### config.mk
export PLATFORM = sky130hd
export DESIGN_NAME = hi_trace_ctrl
export DESIGN_NICKNAME = d
export VERILOG_FILES = /design/src/rtl/hi_trace_ctrl_pkg.sv /design/src/rtl/hi_trace_ctrl_trace_addr_ctr.sv /design/src/rtl/hi_trace_ctrl.sv
export SDC_FILE = /design/constraint.sdc
export NUM_CORES = 1
export LEC_CHECK = 0
export BUFFER_PORTS_ARGS = -buffer_cell sky130_fd_sc_hd__buf_4
export CORE_MARGIN = 5
export CORE_UTILIZATION = 55
export CTS_BUF_LIST = sky130_fd_sc_hd__clkbuf_4 sky130_fd_sc_hd__clkbuf_8 sky130_fd_sc_hd__clkbuf_16
export CTS_CLUSTER_DIAMETER = 60
export DETAILED_ROUTE_END_ITERATION = 6
export HOLD_SLACK_MARGIN = 0.1
export PLACE_DENSITY = 0.75
export SYNTH_ARGS = -nofsm -noshare
export SYNTH_HDL_FRONTEND = slang
export SYNTH_SLANG_ARGS = --single-unit
### constraint.sdc
create_clock -name ck_1356megb -period 7.4 [get_ports ck_1356megb]
set_clock_uncertainty 0.2 [all_clocks]
set_input_delay 0.74 -clock ck_1356megb [delete_from_list [all_inputs] [get_ports ck_1356megb]]
set_output_delay 0.74 -clock ck_1356megb [all_outputs]
set_load 0.005 [all_outputs]
### src/rtl/hi_trace_ctrl_pkg.sv
// Shared definitions for the HF trace capture/readout sequencer.
// Mode codes, state encodings and trace RAM geometry.
package hi_trace_ctrl_pkg;

   localparam logic [2:0] FPGA_MAJOR_MODE_HF_GET_TRACE = 3'd6;
   localparam logic [2:0] FPGA_MAJOR_MODE_OFF          = 3'd7;

   localparam int unsigned TRACE_DEPTH   = 3072;
   localparam int unsigned SSP_BYTE_CLKS = 128;

   typedef enum logic [2:0] {
      ST_IDLE = 3'd0,
      ST_PRE  = 3'd1,
      ST_POST = 3'd2,
      ST_DONE = 3'd3,
      ST_READ = 3'd4
   } trace_state_e;

endpackage

### src/rtl/hi_trace_ctrl_trace_addr_ctr.sv
// Modulo-DEPTH address counter with load and enable, clocked on the falling edge.
// Exposes its next value and a wrap pulse so the caller can snapshot post-edge pointers.
module trace_addr_ctr
   import hi_trace_ctrl_pkg::*;
#(
   parameter int unsigned DEPTH  = TRACE_DEPTH,
   parameter int unsigned ADDR_W = 12
) (
   input  logic              clk,
   input  logic              rst,
   input  logic              load,
   input  logic [ADDR_W-1:0] load_val,
   input  logic              en,
   output logic [ADDR_W-1:0] cnt,
   output logic [ADDR_W-1:0] nxt_c,
   output logic              wrap_c
);

   logic last_c;

   assign last_c = (cnt == ADDR_W'(DEPTH - 1));
   assign wrap_c = en & ~load & last_c;

   // load takes precedence over counting
   always_comb begin
      nxt_c = cnt;
      if (load) begin
         nxt_c = load_val;
      end else if (en) begin
         nxt_c = last_c ? '0 : cnt + ADDR_W'(1);
      end
   end

   always_ff @(negedge clk or posedge rst) begin
      if (rst) begin
         cnt <= '0;
      end else begin
         cnt <= nxt_c;
      end
   end

endmodule

### src/rtl/hi_trace_ctrl.sv
// Capture and readout sequencer for the HF ADC trace RAM: circular pre-trigger
// capture, post-trigger count, freeze, then oldest-first readout at the SSP byte rate.
module hi_trace_ctrl
   import hi_trace_ctrl_pkg::*;
#(
   parameter int unsigned DEPTH  = TRACE_DEPTH,
   parameter int unsigned ADDR_W = 12,
   parameter int unsigned RD_DIV = SSP_BYTE_CLKS
) (
   input  logic              ck_1356megb,
   input  logic              reset,
   input  logic [2:0]        major_mode,
   input  logic              arm,
   input  logic              trigger,
   input  logic [ADDR_W-1:0] post_count,
   output logic              sample_stb,
   output logic              wr_en,
   output logic              wr_bank,
   output logic [ADDR_W-1:0] addr,
   output logic              rd_load,
   output logic              wrapped,
   output logic              done,
   output logic [2:0]        state_o
);

   localparam int unsigned CNT_W = $clog2(DEPTH + 1);
   localparam int unsigned RD_W  = $clog2(RD_DIV);
   localparam int unsigned SMP_W = 3;

   trace_state_e state_q, state_d;

   logic [SMP_W-1:0]  smp_div_q;
   logic [RD_W-1:0]   rd_div_q;
   logic [ADDR_W-1:0] post_rem_q;
   logic [ADDR_W-1:0] start_addr_q;
   logic [CNT_W-1:0]  rd_total_q;
   logic [CNT_W-1:0]  rd_count_q;

   logic              mode_off_c, mode_get_c;
   logic              smp_next_c, rd_tick_c;
   logic              arm_go_c, rd_start_c, rd_adv_c, post_dec_c, snap_c;
   logic              ctr_load_c, ctr_en_c, ctr_wrap_c, snap_wrapped_c;
   logic [ADDR_W-1:0] ctr_load_val_c, ctr_nxt_c;

   assign mode_off_c = (major_mode == FPGA_MAJOR_MODE_OFF);
   assign mode_get_c = (major_mode == FPGA_MAJOR_MODE_HF_GET_TRACE);
   assign smp_next_c = (smp_div_q == SMP_W'(7));
   assign rd_tick_c  = (rd_div_q == RD_W'(RD_DIV - 1)) && (rd_count_q != '0);

   // Next state and per-edge actions; mode changes outrank arm, arm outranks trigger
   always_comb begin
      state_d    = state_q;
      arm_go_c   = 1'b0;
      rd_start_c = 1'b0;
      rd_adv_c   = 1'b0;
      post_dec_c = 1'b0;
      snap_c     = 1'b0;
      ctr_en_c   = 1'b0;
      case (state_q)
         ST_IDLE, ST_DONE: begin
            if (mode_get_c) begin
               state_d    = ST_READ;
               rd_start_c = 1'b1;
            end else if (arm) begin
               state_d  = ST_PRE;
               arm_go_c = 1'b1;
            end
         end
         ST_PRE: begin
            if (mode_off_c) begin
               state_d = ST_DONE;
               snap_c  = 1'b1;
            end else if (arm) begin
               arm_go_c = 1'b1;
            end else begin
               // a sample coincident with trigger still counts as pre-trigger
               ctr_en_c = wr_en;
               if (trigger) begin
                  if (post_rem_q == '0) begin
                     state_d = ST_DONE;
                     snap_c  = 1'b1;
                  end else begin
                     state_d = ST_POST;
                  end
               end
            end
         end
         ST_POST: begin
            if (mode_off_c) begin
               state_d = ST_DONE;
               snap_c  = 1'b1;
            end else if (arm) begin
               state_d  = ST_PRE;
               arm_go_c = 1'b1;
            end else if (wr_en) begin
               ctr_en_c   = 1'b1;
               post_dec_c = 1'b1;
               if (post_rem_q == ADDR_W'(1)) begin
                  state_d = ST_DONE;
                  snap_c  = 1'b1;
               end
            end
         end
         ST_READ: begin
            if (!mode_get_c) begin
               state_d = ST_DONE;
            end else begin
               rd_adv_c = rd_tick_c;
               ctr_en_c = rd_tick_c;
            end
         end
         default: state_d = ST_IDLE;
      endcase
   end

   assign ctr_load_c     = arm_go_c | rd_start_c;
   assign ctr_load_val_c = rd_start_c ? start_addr_q : '0;
   assign snap_wrapped_c = wrapped | ctr_wrap_c;

   trace_addr_ctr #(
      .DEPTH  (DEPTH),
      .ADDR_W (ADDR_W)
   ) u_addr_ctr (
      .clk      (ck_1356megb),
      .rst      (reset),
      .load     (ctr_load_c),
      .load_val (ctr_load_val_c),
      .en       (ctr_en_c),
      .cnt      (addr),
      .nxt_c    (ctr_nxt_c),
      .wrap_c   (ctr_wrap_c)
   );

   assign wr_bank = addr[ADDR_W-1];
   assign state_o = state_q;

   // Capture bookkeeping and sample strobe
   always_ff @(negedge ck_1356megb or posedge reset) begin
      if (reset) begin
         state_q      <= ST_IDLE;
         smp_div_q    <= '0;
         sample_stb   <= 1'b0;
         wr_en        <= 1'b0;
         wrapped      <= 1'b0;
         done         <= 1'b0;
         post_rem_q   <= '0;
         start_addr_q <= '0;
         rd_total_q   <= '0;
      end else begin
         state_q    <= state_d;
         smp_div_q  <= smp_div_q + SMP_W'(1);
         sample_stb <= smp_next_c;
         wr_en      <= smp_next_c && ((state_d == ST_PRE) || (state_d == ST_POST));
         if (arm_go_c) begin
            wrapped    <= 1'b0;
            done       <= 1'b0;
            post_rem_q <= post_count;
         end else begin
            if (ctr_wrap_c && (state_q != ST_READ)) begin
               wrapped <= 1'b1;
            end
            if (state_d == ST_DONE) begin
               done <= 1'b1;
            end
            if (post_dec_c) begin
               post_rem_q <= post_rem_q - ADDR_W'(1);
            end
         end
         // freeze uses the pointer as it stands after this edge
         if (snap_c) begin
            start_addr_q <= snap_wrapped_c ? ctr_nxt_c : '0;
            rd_total_q   <= snap_wrapped_c ? CNT_W'(DEPTH) : CNT_W'(ctr_nxt_c);
         end
      end
   end

   // Readout byte pacing
   always_ff @(negedge ck_1356megb or posedge reset) begin
      if (reset) begin
         rd_div_q   <= '0;
         rd_count_q <= '0;
         rd_load    <= 1'b0;
      end else if (rd_start_c) begin
         rd_div_q   <= '0;
         rd_count_q <= rd_total_q;
         rd_load    <= (rd_total_q != '0);
      end else begin
         if (state_q == ST_READ) begin
            rd_div_q <= (rd_div_q == RD_W'(RD_DIV - 1)) ? '0 : rd_div_q + RD_W'(1);
         end
         if (rd_adv_c) begin
            rd_count_q <= rd_count_q - CNT_W'(1);
         end
         rd_load <= rd_adv_c && (rd_count_q != CNT_W'(1));
      end
   end

endmodule
# After elaboration in Yosys (flattened, before gate mapping)
# Cells that the tools add are included.
dict set report word_totals {
  out_inout_bits 21
  wordCells 108
  ram_bits 0
  memories 0
  reg_bits 78
  rom_bits 0
  inputBits 19
  latchBits 0
}
dict set report op_classes {
  n_addsub 5
  eq_ne 15
  mul 0
  n_lt_le_gt_ge 0
  shift 0
  n_div 0
  n_reduce_logical 16
  muxes 54
  n_bitwise 5
}
# cell count
set op_table {}
lappend op_table {{12-bit two-way mux} 10}
lappend op_table {{3-bit two-way mux} 10}
lappend op_table {{1-bit two-way mux} 27}
lappend op_table {{12-bit nonzero test} 2}
lappend op_table {{12-bit by 1-bit subtractor with 12-bit output (second input constant)} 2}
lappend op_table {{7-bit two-way mux} 3}
lappend op_table {{12-bit by 1-bit adder with 12-bit output (second input constant)} 1}
lappend op_table {{12-bit by 1-bit == test with 1-bit output (second input constant)} 1}
lappend op_table {{12-bit == test (second input constant)} 1}
lappend op_table {{3-bit by 2-bit == test with 1-bit output (second input constant)} 4}
lappend op_table {{3-bit == test (second input constant)} 4}
lappend op_table {{12-bit logical NOT} 1}
lappend op_table {{12-bit by 1-bit inequality test with 1-bit output (second input constant)} 1}
lappend op_table {{3-bit case mux with 4 select lines} 1}
lappend op_table {{2-bit nonzero test} 5}
lappend op_table {{7-bit by 1-bit adder with 7-bit output (second input constant)} 1}
lappend op_table {{7-bit == test (second input constant)} 1}
lappend op_table {{3-bit by 1-bit == test with 1-bit output (second input constant)} 2}
lappend op_table {{1-bit logical AND} 4}
lappend op_table {{1-bit case mux with 2 select lines} 2}
lappend op_table {{2-bit OR reduction} 2}
lappend op_table {{3-bit by 1-bit adder with 3-bit output (second input constant)} 1}
lappend op_table {{3-bit logical NOT} 1}
lappend op_table {{3-bit inequality test (second input constant)} 1}
lappend op_table {{5 further kinds} 7}

# Longest topological paths before layout
# Gate-level depths: netlist of run 1.
dict set report logic_depth {
  depth_word 10
  ltp_mapped 10
  depth_no_buf 8
}

# By module
# From an unflattened synthesis of run 1, not the netlist that was laid out.
dict set report hier_totals {
  hier_cells 448
  hier_area_um2 4341.7
}
# mod seq_area_each_um2 instances area_each_um2 cells_each
set modules_own_cells {}
lappend modules_own_cells {hi_trace_ctrl 1651.6 1 3613.5 370}
lappend modules_own_cells {trace_addr_ctr 300.3 1 728.2 78}

==> results.md, run 1 <==
- Crit Path Max Fanout: 19
- Clock Power Share: 0.266
- Core Box Area: 7331 sq um
- Hold path depth: 1
- TritonRoute pass-1 iters: 5
- Final TNS setup: 0 ns
- Row cnt: 31
- Critical path's slowest cell: o21a_1
- DRC errors left: 0
- Cells on worst reg2reg path: 6
- First-pass GRT wire length: 16,730 microns
- Hold wc startpoint: smp_div_q[0]
- Slew Limit Fails: 0
- Critical path's largest stage delay: about 0.52 ns
- CP cell instances: buf_4 > and3b_1 > nand4_2 > o21a_1 > o31a_1 > o21ai_0 > o21ai_0
- Chip width: 97.10 microns
- Seq cells post-synth: 78
- Area Growth Syn to Fin: 13.58%
- Yosys warns: 0
- H-tree levels: 3
- Routed len/inst: roughly 17 microns
- Starting Density: 0.5692
- Root Driver: clkbuf_8
- Power share of the sequential group: 0.470
- Outcome: finished, final reports clean
- Req. time, crit path: 3.67 ns
- Critical path capture point type: register
- Total CTS buffers: 9
- Commonest cells in the netlist: dfrtn_1 (78), nand2_1 (59), o21ai_0 (30)
- Largest net degree at the start of global routing: 39
- WP data arrival: roughly 2.7 ns
- Global route overflow: 0
- Cell taking the most area after synthesis: dfrtn_1
- Design area: between 4000 and 5000 sq um
- Vias per cell: 6.096
- Slew Limit Headroom: 0.2723
- Die ar.: 9428 sq um
- Post-synthesis cell type count: slightly below 70
- Crit start category: primary input
- Cell mode on critical path: o21ai_0
- Seq/Total Area, Yosys: 0.4678
- DP Area: 4536 sq um
- Ranking of synthesized cells by area: dfrtn_1 (47%), nand2_1 (5.3%), o21ai_0 (3.6%)
- Worst path top cell family by delay: compound AO/OA/AOI/OAI gates
- Comb pwr share: 0.264
- Fraction of registers with async set/reset: 1.000
- Vias in the first global route: approximately 3,400
- Final ANT Viol Nets: 0
- CTS tree: built
- Final hold slack: 0.1226 ns
- Hold endpoint: smp_div_q[0]
- Leak: approximately 2.1 nW
- Post-CTS Resized: 0
- CP Class: primary input to register
- Top_reg_cell synth: dfrtn_1
- Initial antenna violation count: 0
- Clock tree buffer depth: 2
- Post-synth net total: 461
- IO Port Bufs: 39
- Synthesized instance count: 433
- Nets: 497
- RSZ-0062 raised after global routing: no
- All-Layer GR Usage: 0.2139
- Routed WL: 9632 microns
- Switching Share: 0.3455
- Sw Pwr: 424.4 uW
- Slew @ Worst Pin: 1.091 ns
- Clock transition at the registers of the reported paths: 0.05 ns
- Top-count cell post-synth: dfrtn_1
- Die Y-Extent: 97.10 microns
- Capturing point of the worst reg2reg path: rd_total_q[3]
- I/O Pins: 40
- Clock sink total: between 70 and 80
- Final hold vios: 0
- ANT cells: 0
- Initial DRC count: 236
- Setup Buffers After CTS: 0
- CP Buf/Inv Count: 1
- Max rail drop VDD: 0.1512 mV
- PwrDens: 259.2 nW/um^2
- Share of the synthesized area in the top cell type: 0.4678
- Reg-to-reg slack, setup: 4.18 ns
- Post-Syn Area per Cell: ~9.6 sq um
- Post-Syn Area: ~4200 sq um
- Clock latency on the worst-skew pair: 0.34 ns
- Endpoints failing setup: 0
- DP Wirelength: 6843 microns
- Total number of vias: 3,493
- Share of cells above drive strength 1: 0.1688
- Max-Cap Viols: 0
- Global placement routability congestion: 0.8433
- EDFF count, synth: 0
- Hold Crit Class: register to register
- # hold bufs at CTS: 0
- Cell-internal power: 803.9 uW
- RR Startpoint: state_o[1]
[kinds of logic after synthesis]
group,after synthesis,share of synthesized area
xor gates and xnor gates,20,0.04198
and+or+nand+nor,174,0.2291
DFF,78,0.4678
adders and majority gates,9,0.02699
AOI/OAI and AO/OA,116,0.1865
buffers and inverters,33,0.03898
muxes,3,0.008695
[power by group through the flow]
stage / Clock [mW] / Sequential [mW] / Combinational (mW)
2_1_floorplan: 0 / 0.553 / 0.252
3_3_place_gp: 0 / 0.580 / 0.313
3_5_place_dp: 0 / 0.583 / 0.322
4_1_cts: 0.332 / 0.576 / 0.325
5_1_grt: 0.353 / 0.591 / 0.365
6_report: 0.327 / 0.577 / 0.325
[area by class of cell]
cell class | instances | area [sq um]
clock buffer | 11 | 145.1
multi-input combinational | 322 | 2063
tap | 99 | 123.9
sequential | 78 | 1952
clock inverter | 5 | 58.81
inverter | 14 | 53.80
fill | 622 | 2591
timing repair buffer | 44 | 342.8
[per-stage QoR]
| stage | power (mW) | instances | utilization | setup WS (ns) |
|---|---|---|---|---|
| 2_1_floorplan | 0.8051 | 433 | - | 0.8828 |
| 3_3_place_gp | 0.8931 | 557 | 0.6187 | 0.7019 |
| 3_5_place_dp | 0.9046 | 557 | 0.6187 | 0.6484 |
| 4_1_cts | 1.233 | 573 | 0.6465 | 0.9831 |
| 5_1_grt | 1.308 | 573 | 0.6465 | 0.8295 |
| 6_report | 1.228 | 573 | 0.6465 | 0.9551 |
[registers in the layout, indices dropped and copies added (netlist names)]
register and flops:
rd_div_q 7, start_addr_q 12, done 1, post_rem_q 12
wrapped 1, u_addr_ctr.cnt 12, state_o 3, sample_stb 1
wr_en 1, rd_total_q 12, rd_count_q 12, smp_div_q 3
rd_load 1
[worst register-to-register path, delay by kind of cell (launching register included)]
kind             cells  cell delay, ns
AO/OA/AOI/OAI        3            1.30
AND/OR/NAND/NOR      3            0.90
flip-flops           1            0.67
[routing by layer]
metal / wire [microns] / up-vias / global-route usage
li1: - / 1656 / -
met1: 4381 / 1709 / 0.2955
met2: 4502 / 109 / 0.3275
met3: 559 / 19 / 0.05599
met4: 188 / 0 / 0.07127
met5: 0 / - / 0
[layout by cell type, fill, tap and decap left out, types with 4 or more instances in the layout]
cell type,synthesis,layout
dfrtn_1,78,78
nand2_1,59,59
buf_4,3,43
o21ai_0,30,30
nor2_1,26,26
a21oi_1,19,19
xnor2_1,15,15
nor3_1,15,14
inv_1,14,13
o21ai_1,12,12
nand3_1,10,10
or3_1,10,10
clkbuf_8,0,10
nor4_1,9,9
ha_1,9,9
and3_1,6,6
nand2b_1,6,6
a221o_1,6,6
a22o_1,6,6
xor2_1,5,5
o211ai_1,5,5
a31oi_1,4,4
a21o_1,4,4
[worst max path at each step]
stage / startpoint / end / slack (ns) / cells after the start
global route: major_mode[0] / rd_total_q[8] / 0.83 / 7
detailed placement: major_mode[0] / rd_total_q[8] / 0.65 / 7
finish: major_mode[0] / start_addr_q[8] / 0.96 / 7
CTS: major_mode[0] / start_addr_q[8] / 0.98 / 7
global placement: major_mode[1] / rd_total_q[1] / 0.70 / 7
floorplan: reset / done / 0.88 / 1
(Power assumes the default switching activity.)
==> inputs of run 2 (changes only) <==
CORE_MARGIN = not set   (was 5)
==> run 2 against run 1 <==
Register-to-register slack better by 0.14 ns. Flip-flop and latch count stayed put. Power is 1.8% higher. Critical path type unchanged. Largest cell class unchanged.
==> results.md, run 2 (synthesized netlist as in run 1, its figures left out) <==
- # hold bufs at CTS: 0
- Fin cells: 573
- ANT cells: 0
- Final hold vios: 0
- Hold Crit Class: register to register
- Fillers: 626
- Critical path capture point type: register
- Global placement routability congestion: 0.8545
- Core Box Area: 7292 sq um
- Final TNS setup: 0 ns
- Outcome: finished, final reports clean
- RR Startpoint: rd_count_q[0]
- H-tree levels: 3
- Die Y-Extent: 89.10 microns
- DP Wirelength: 6799 microns
- Clock tree buffer depth: 2
- Clock latency on the worst-skew pair: 0.34 ns
- Routed len/inst: 16.73 microns
- Slew Limit Fails: 0
- Slew @ Worst Pin: 0.8140 ns
- Cells on worst reg2reg path: 8
- Worst setup margin: 0.9638 ns
- Endpoints failing setup: 0
- DRC errors left: 0
- Hold path depth: 1
- Chip width: 89.10 microns
- Global route overflow: 0
- Starting Density: 0.5722
- Max rail drop VDD: 0.1629 mV
- TritonRoute pass-1 iters: 4
- Crit start category: primary input
- RSZ-0062 raised after global routing: no
- CTS tree: built
- Share of cells above drive strength 1: 0.1688
- Pre-CTS setup slack: approximately 0.63 ns
- Critical path origin: major_mode[0]
- Nets: 497
- Vias per cell: 6.091
- Most frequent cells in the layout: dfrtn_1 (78), nand2_1 (59), buf_4 (43)
- Capturing point of the worst reg2reg path: rd_total_q[1]
- Total CTS buffers: 9
- Crit Path Max Fanout: 19
- Clock sink total: 78
- Placed cell count: between 500 and 600
- Req. time, crit path: 3.67 ns
- IO Port Bufs: 39
- Hold endpoint: smp_div_q[0]
- Leak: 2.157 nW
- Total power: 1.250 mW
- Routed WL: 9589 microns
- WP data arrival: 2.71 ns
- Initial DRC count: 250
- Final ANT Viol Nets: 0
- PwrDens: 263.0 nW/um^2
- Total number of vias: 3,490
- Row cnt: 31
- Area Growth Syn to Fin: 13.88%
- Max-Cap Viols: 0
- CP Class: primary input to register
- Setup Buffers After CTS: 0
- Reg-to-reg slack, setup: 4.32 ns
- Post-CTS Resized: 0
- Most common cell after layout, fill and taps aside: dfrtn_1
- Die ar.: 7939 sq um
- First-pass GRT wire length: about 16,000 microns
- Slew Limit Headroom: 0.4574
- Hold wc startpoint: smp_div_q[0]
- Root Driver: clkbuf_8
- Vias in the first global route: around 3,300
- Initial antenna violation count: 0
- Clock transition at the registers of the reported paths: 0.05 ns
- I/O Pins: 40
- All-Layer GR Usage: 0.2618
- Largest net degree at the start of global routing: 47
run 2: cell count changes in the layout (fill, tap and decap cells not counted):
cell / before / now
bufinv_16: 1 / 2
clkinvlp_4: 2 / 1
inv_2: 0 / 1
clkbuf_8: 10 / 9
run 2: final cells by class:
class	instances	area, sq um	share of cell area
multi-input combinational	322	2063	0.4342
sequential	78	1952	0.4107
timing repair buffer	44	342.8	0.07214
clock buffer	10	131.4	0.02765
tap	99	123.9	0.02607
clock inverter	6	86.33	0.01817
inverter	14	52.55	0.01106
run 2: critical path, cell delays in order:
cell and delay [ns]:
buf_4 0.13, and3b_1 0.30, nand4_2 0.18, o21a_1 0.51, o311a_1 0.47, a21oi_1 0.24
o21ai_0 0.14
run 2: worst max path at each step:
| stage | end | slack, ns | depth (start not counted) |
|---|---|---|---|
| 5_1_grt | start_addr_q[10] | 0.79 | 7 |
| 4_1_cts | start_addr_q[10] | 0.97 | 7 |
| 3_3_place_gp | rd_total_q[1] | 0.71 | 7 |
| 3_5_place_dp | start_addr_q[10] | 0.63 | 7 |
| 6_report | start_addr_q[10] | 0.96 | 7 |
| 2_1_floorplan | done | 0.88 | 1 |
run 2: routing by layer:
metal | wire length [microns] | share of wire | track usage | vias to the layer above
li1 | - | - | - | 1662
met1 | 4509 | 0.47 | 0.3632 | 1722
met2 | 4504 | 0.47 | 0.4011 | 90
met3 | 398 | 0.042 | 0.05910 | 16
met4 | 175 | 0.018 | 0.1025 | 0
met5 | 0 | 0 | 0 | -
run 2: per-stage QoR:
stage          hold WS, ns  cell area (sq um)  utilization
3_3_place_gp        0.1080               4534       0.6218
3_5_place_dp        0.1434               4534       0.6218
2_1_floorplan      0.09824               4173            -
5_1_grt             0.1703               4752       0.6517
6_report            0.1434               4752       0.6517
4_1_cts             0.1451               4752       0.6517
run 2: power breakdown:
group / switching (mW) / internal, mW / leakage, nW
sequential: 0.0819 / 0.495 / 1.05
clock: 0.161 / 0.193 / 0.110
combinational: 0.179 / 0.140 / 0.999
total: 0.422 / 0.828 / 2.16
==> inputs of run 3 (changes only) <==
ABC_AREA = 1   (was not set)
==> run 3 against run 2 <==
Non-clock buffer count shrank 1. Synthesized area grew 6.6%. Core utilization shrank 1.3 points. Sequential power shrank 1%. Setup slack gained 0.21 ns. Via count grew 13%. Clock-buffer cell count is the same. Global-route usage shrank 1.4 points. Register-to-register slack gained 0.52 ns. Sequential share of layout area shrank 1.8 points. Cell count grew 27%. First-iteration DRC count grew 52%. Largest cell class unchanged. Largest power group unchanged.
==> results.md, run 3 <==
- Initial antenna violation count: 0
- EDFF count, synth: 0
- Crit Path Max Fanout: 16
- Register area: 1952 sq um
- Synth Area in Compound Gates: 0.07115
- Design area: 4965 sq um
- ANT cells: 0
- Worst setup margin: roughly 1.2 ns
- IO Port Bufs: 39
- Top-count cell post-synth: nand2_1
- RR Startpoint: rd_count_q[0]
- Most frequent cells in the layout: nand2_1 (199), dfrtn_1 (78), inv_1 (53)
- Seq cells post-synth: 78
- Leak: between 2 and 3 nW
- Post-synthesis adder-cell area fraction: 0.02531
- WP data arrival: 2.71 ns
- Area Growth Syn to Fin: 11.59%
- Clock tree buffer depth: 2
- Largest family of logic cells by synthesized area: simple AND/OR/NAND/NOR gates
- Root Driver: clkbuf_8
- Core Box Area: 7767 sq um
- Fillers: 733
- Capturing point of the worst reg2reg path: rd_total_q[10]
- Row cnt: 32
- Reg-to-reg slack, setup: between 4 and 5 ns
- Total number of vias: 3,938
- Vias in the first global route: 3,731
- Setup Buffers After CTS: 0
- RSZ-0062 raised after global routing: no
- Hold Crit Class: register to register
- Final hold vios: 0
- CP Class: primary input to register
- Synthesized instance count: a little under 600
- Post-Syn Area: 4449 sq um
- Global placement routability congestion: between 0.8 and 0.9
- Area of the multi-input gates: 2171 sq um
- Ranking of synthesized cells by area: dfrtn_1 (44%), nand2_1 (17%), nand3_1 (5.6%)
- Fraction of registers with async set/reset: 1.000
- Clock sink total: 78
- Max-Cap Viols: 0
- Clock transition at the registers of the reported paths: 0.06 ns
- Global route overflow: 0
- Final ANT Viol Nets: 0
- Critical path origin: major_mode[2]
- First-pass GRT wire length: between 15,000 and 20,000 microns
- Total CTS buffers: 9
- Slew Limit Headroom: 0.4680
- Slew @ Worst Pin: 0.7951 ns
- Mux contribution to synthesized area: 0
- Post-Syn Area per Cell: 7.658 sq um
- All-Layer GR Usage: 0.2482
- TritonRoute pass-1 iters: 5
- Cell taking the most area after synthesis: dfrtn_1
- Nets: 647
- DP Area: 4795 sq um
- PwrDens: 264.7 nW/um^2
- Most common cell after layout, fill and taps aside: nand2_1
- Yosys warns: 0
- Critical path capture point type: register
- DP Wirelength: 7082 microns
- Routed len/inst: between 10 and 15 microns
- Largest net degree at the start of global routing: 30
- Seq/Total Area, Yosys: 0.4387
- Die Y-Extent: 91.94 microns
- Die ar.: 8453 sq um
- Final TNS setup: 0 ns
- Crit start category: primary input
- Post-synthesis cell type count: 39
- Initial DRC count: 381
- Final hold slack: 0.1159 ns
- Commonest cells in the netlist: nand2_1 (199), dfrtn_1 (78), inv_1 (54)
- Req. time, crit path: just under 4 ns
- Xor and xnor area share after synthesis: 0.02953
- Starting Density: 0.5728
- I/O Pins: 40
- DRC errors left: 0
- H-tree levels: 3
- # hold bufs at CTS: 0
- Top_reg_cell synth: dfrtn_1
- Post-CTS Resized: 0
- Post-synth net total: 609
- Fraction of the mapped netlist area in simple logic gates: 0.3619
- Hold path depth: 1
- CTS tree: built
- Pre-CTS setup slack: roughly 0.8 ns
- Share of cells above drive strength 1: 0.1554
- Outcome: finished, final reports clean
- Endpoints failing setup: 0
- Cells on worst reg2reg path: 13
- Slew Limit Fails: 0
- Worst Setup EP: start_addr_q[10]
- Routed WL: between 9000 and 10,000 microns
- Vias per cell: roughly 5.4
- Share of the synthesized area in the top cell type: 0.4387
- Clock latency on the worst-skew pair: between 0.3 and 0.4 ns
- Chip width: 91.94 microns
- Utilization after layout: 0.6392
- Max rail drop VDD: 0.2081 mV
## run 3: changes by cell type after synthesis, moves of 10 or more
cell     previous run  this run
o21ai_0            30        12
nand2_1            59       199
nand3_1            10        50
xnor2_1            15         3
nand4_1             0        11
or3_1              10         0
nor2_1             26        51
nor3_1             15         4
o21ai_1            12         0
inv_1              14        54
nand2_2             1        11
## run 3: worst min-delay path by stage
| stage | startpoint | endpoint | slack [ns] |
|---|---|---|---|
| global route | smp_div_q[0] | smp_div_q[0] | 0.15 |
| detailed placement | smp_div_q[0] | smp_div_q[0] | 0.12 |
| global placement | smp_div_q[0] | smp_div_q[0] | 0.11 |
| CTS | smp_div_q[0] | smp_div_q[0] | 0.12 |
| finish | smp_div_q[0] | smp_div_q[0] | 0.12 |
| floorplan | smp_div_q[0] | smp_div_q[0] | 0.1 |
## run 3: worst max-delay path, stage by stage
cell and delay (ns):
buf_4 0.08, nand2_1 0.05, nor2_2 0.21, inv_1 0.13
nand3_1 0.12, nand2_2 0.22, nor2_1 0.68, nand2_1 0.19
nand2_1 0.14, nand2_1 0.06, nand2_1 0.06
## run 3: final cells by class
class,count,area share
sequential,78,0.3931
inverter,59,0.04461
clock inverter,6,0.007813
tap,102,0.02571
multi-input combinational,428,0.4372
timing repair buffer,43,0.06502
clock buffer,10,0.02646
## run 3: power breakdown
group | internal [mW] | switching (mW)
combinational | 0.163 | 0.298
sequential | 0.507 | 0.0621
clock | 0.124 | 0.159
total | 0.794 | 0.520
## run 3: cell families (layout without fill, tap and decap cells)
| kind of cell | after synthesis | after routing |
|---|---|---|
| and+or+nand+nor | 355 | 355 |
| DFF | 78 | 78 |
| xor gates and xnor gates | 15 | 15 |
| adders and majority gates | 9 | 9 |
| buffers and inverters | 75 | 118 |
| AOI/OAI and AO/OA | 49 | 49 |
## run 3: metrics by stage
step,power [mW],cells
after global routing,1.405,726
after detailed placement,1.030,710
final,1.314,726
after floorplan,0.9193,581
after global placement,1.011,710
after CTS,1.320,726
## run 3: layer usage
| metal | track usage | share of wire |
|---|---|---|
| met4 | 0.07813 | 0.010 |
| met1 | 0.3252 | 0.47 |
| met2 | 0.4111 | 0.49 |
| met5 | 0 | 0 |
| met3 | 0.05307 | 0.036 |
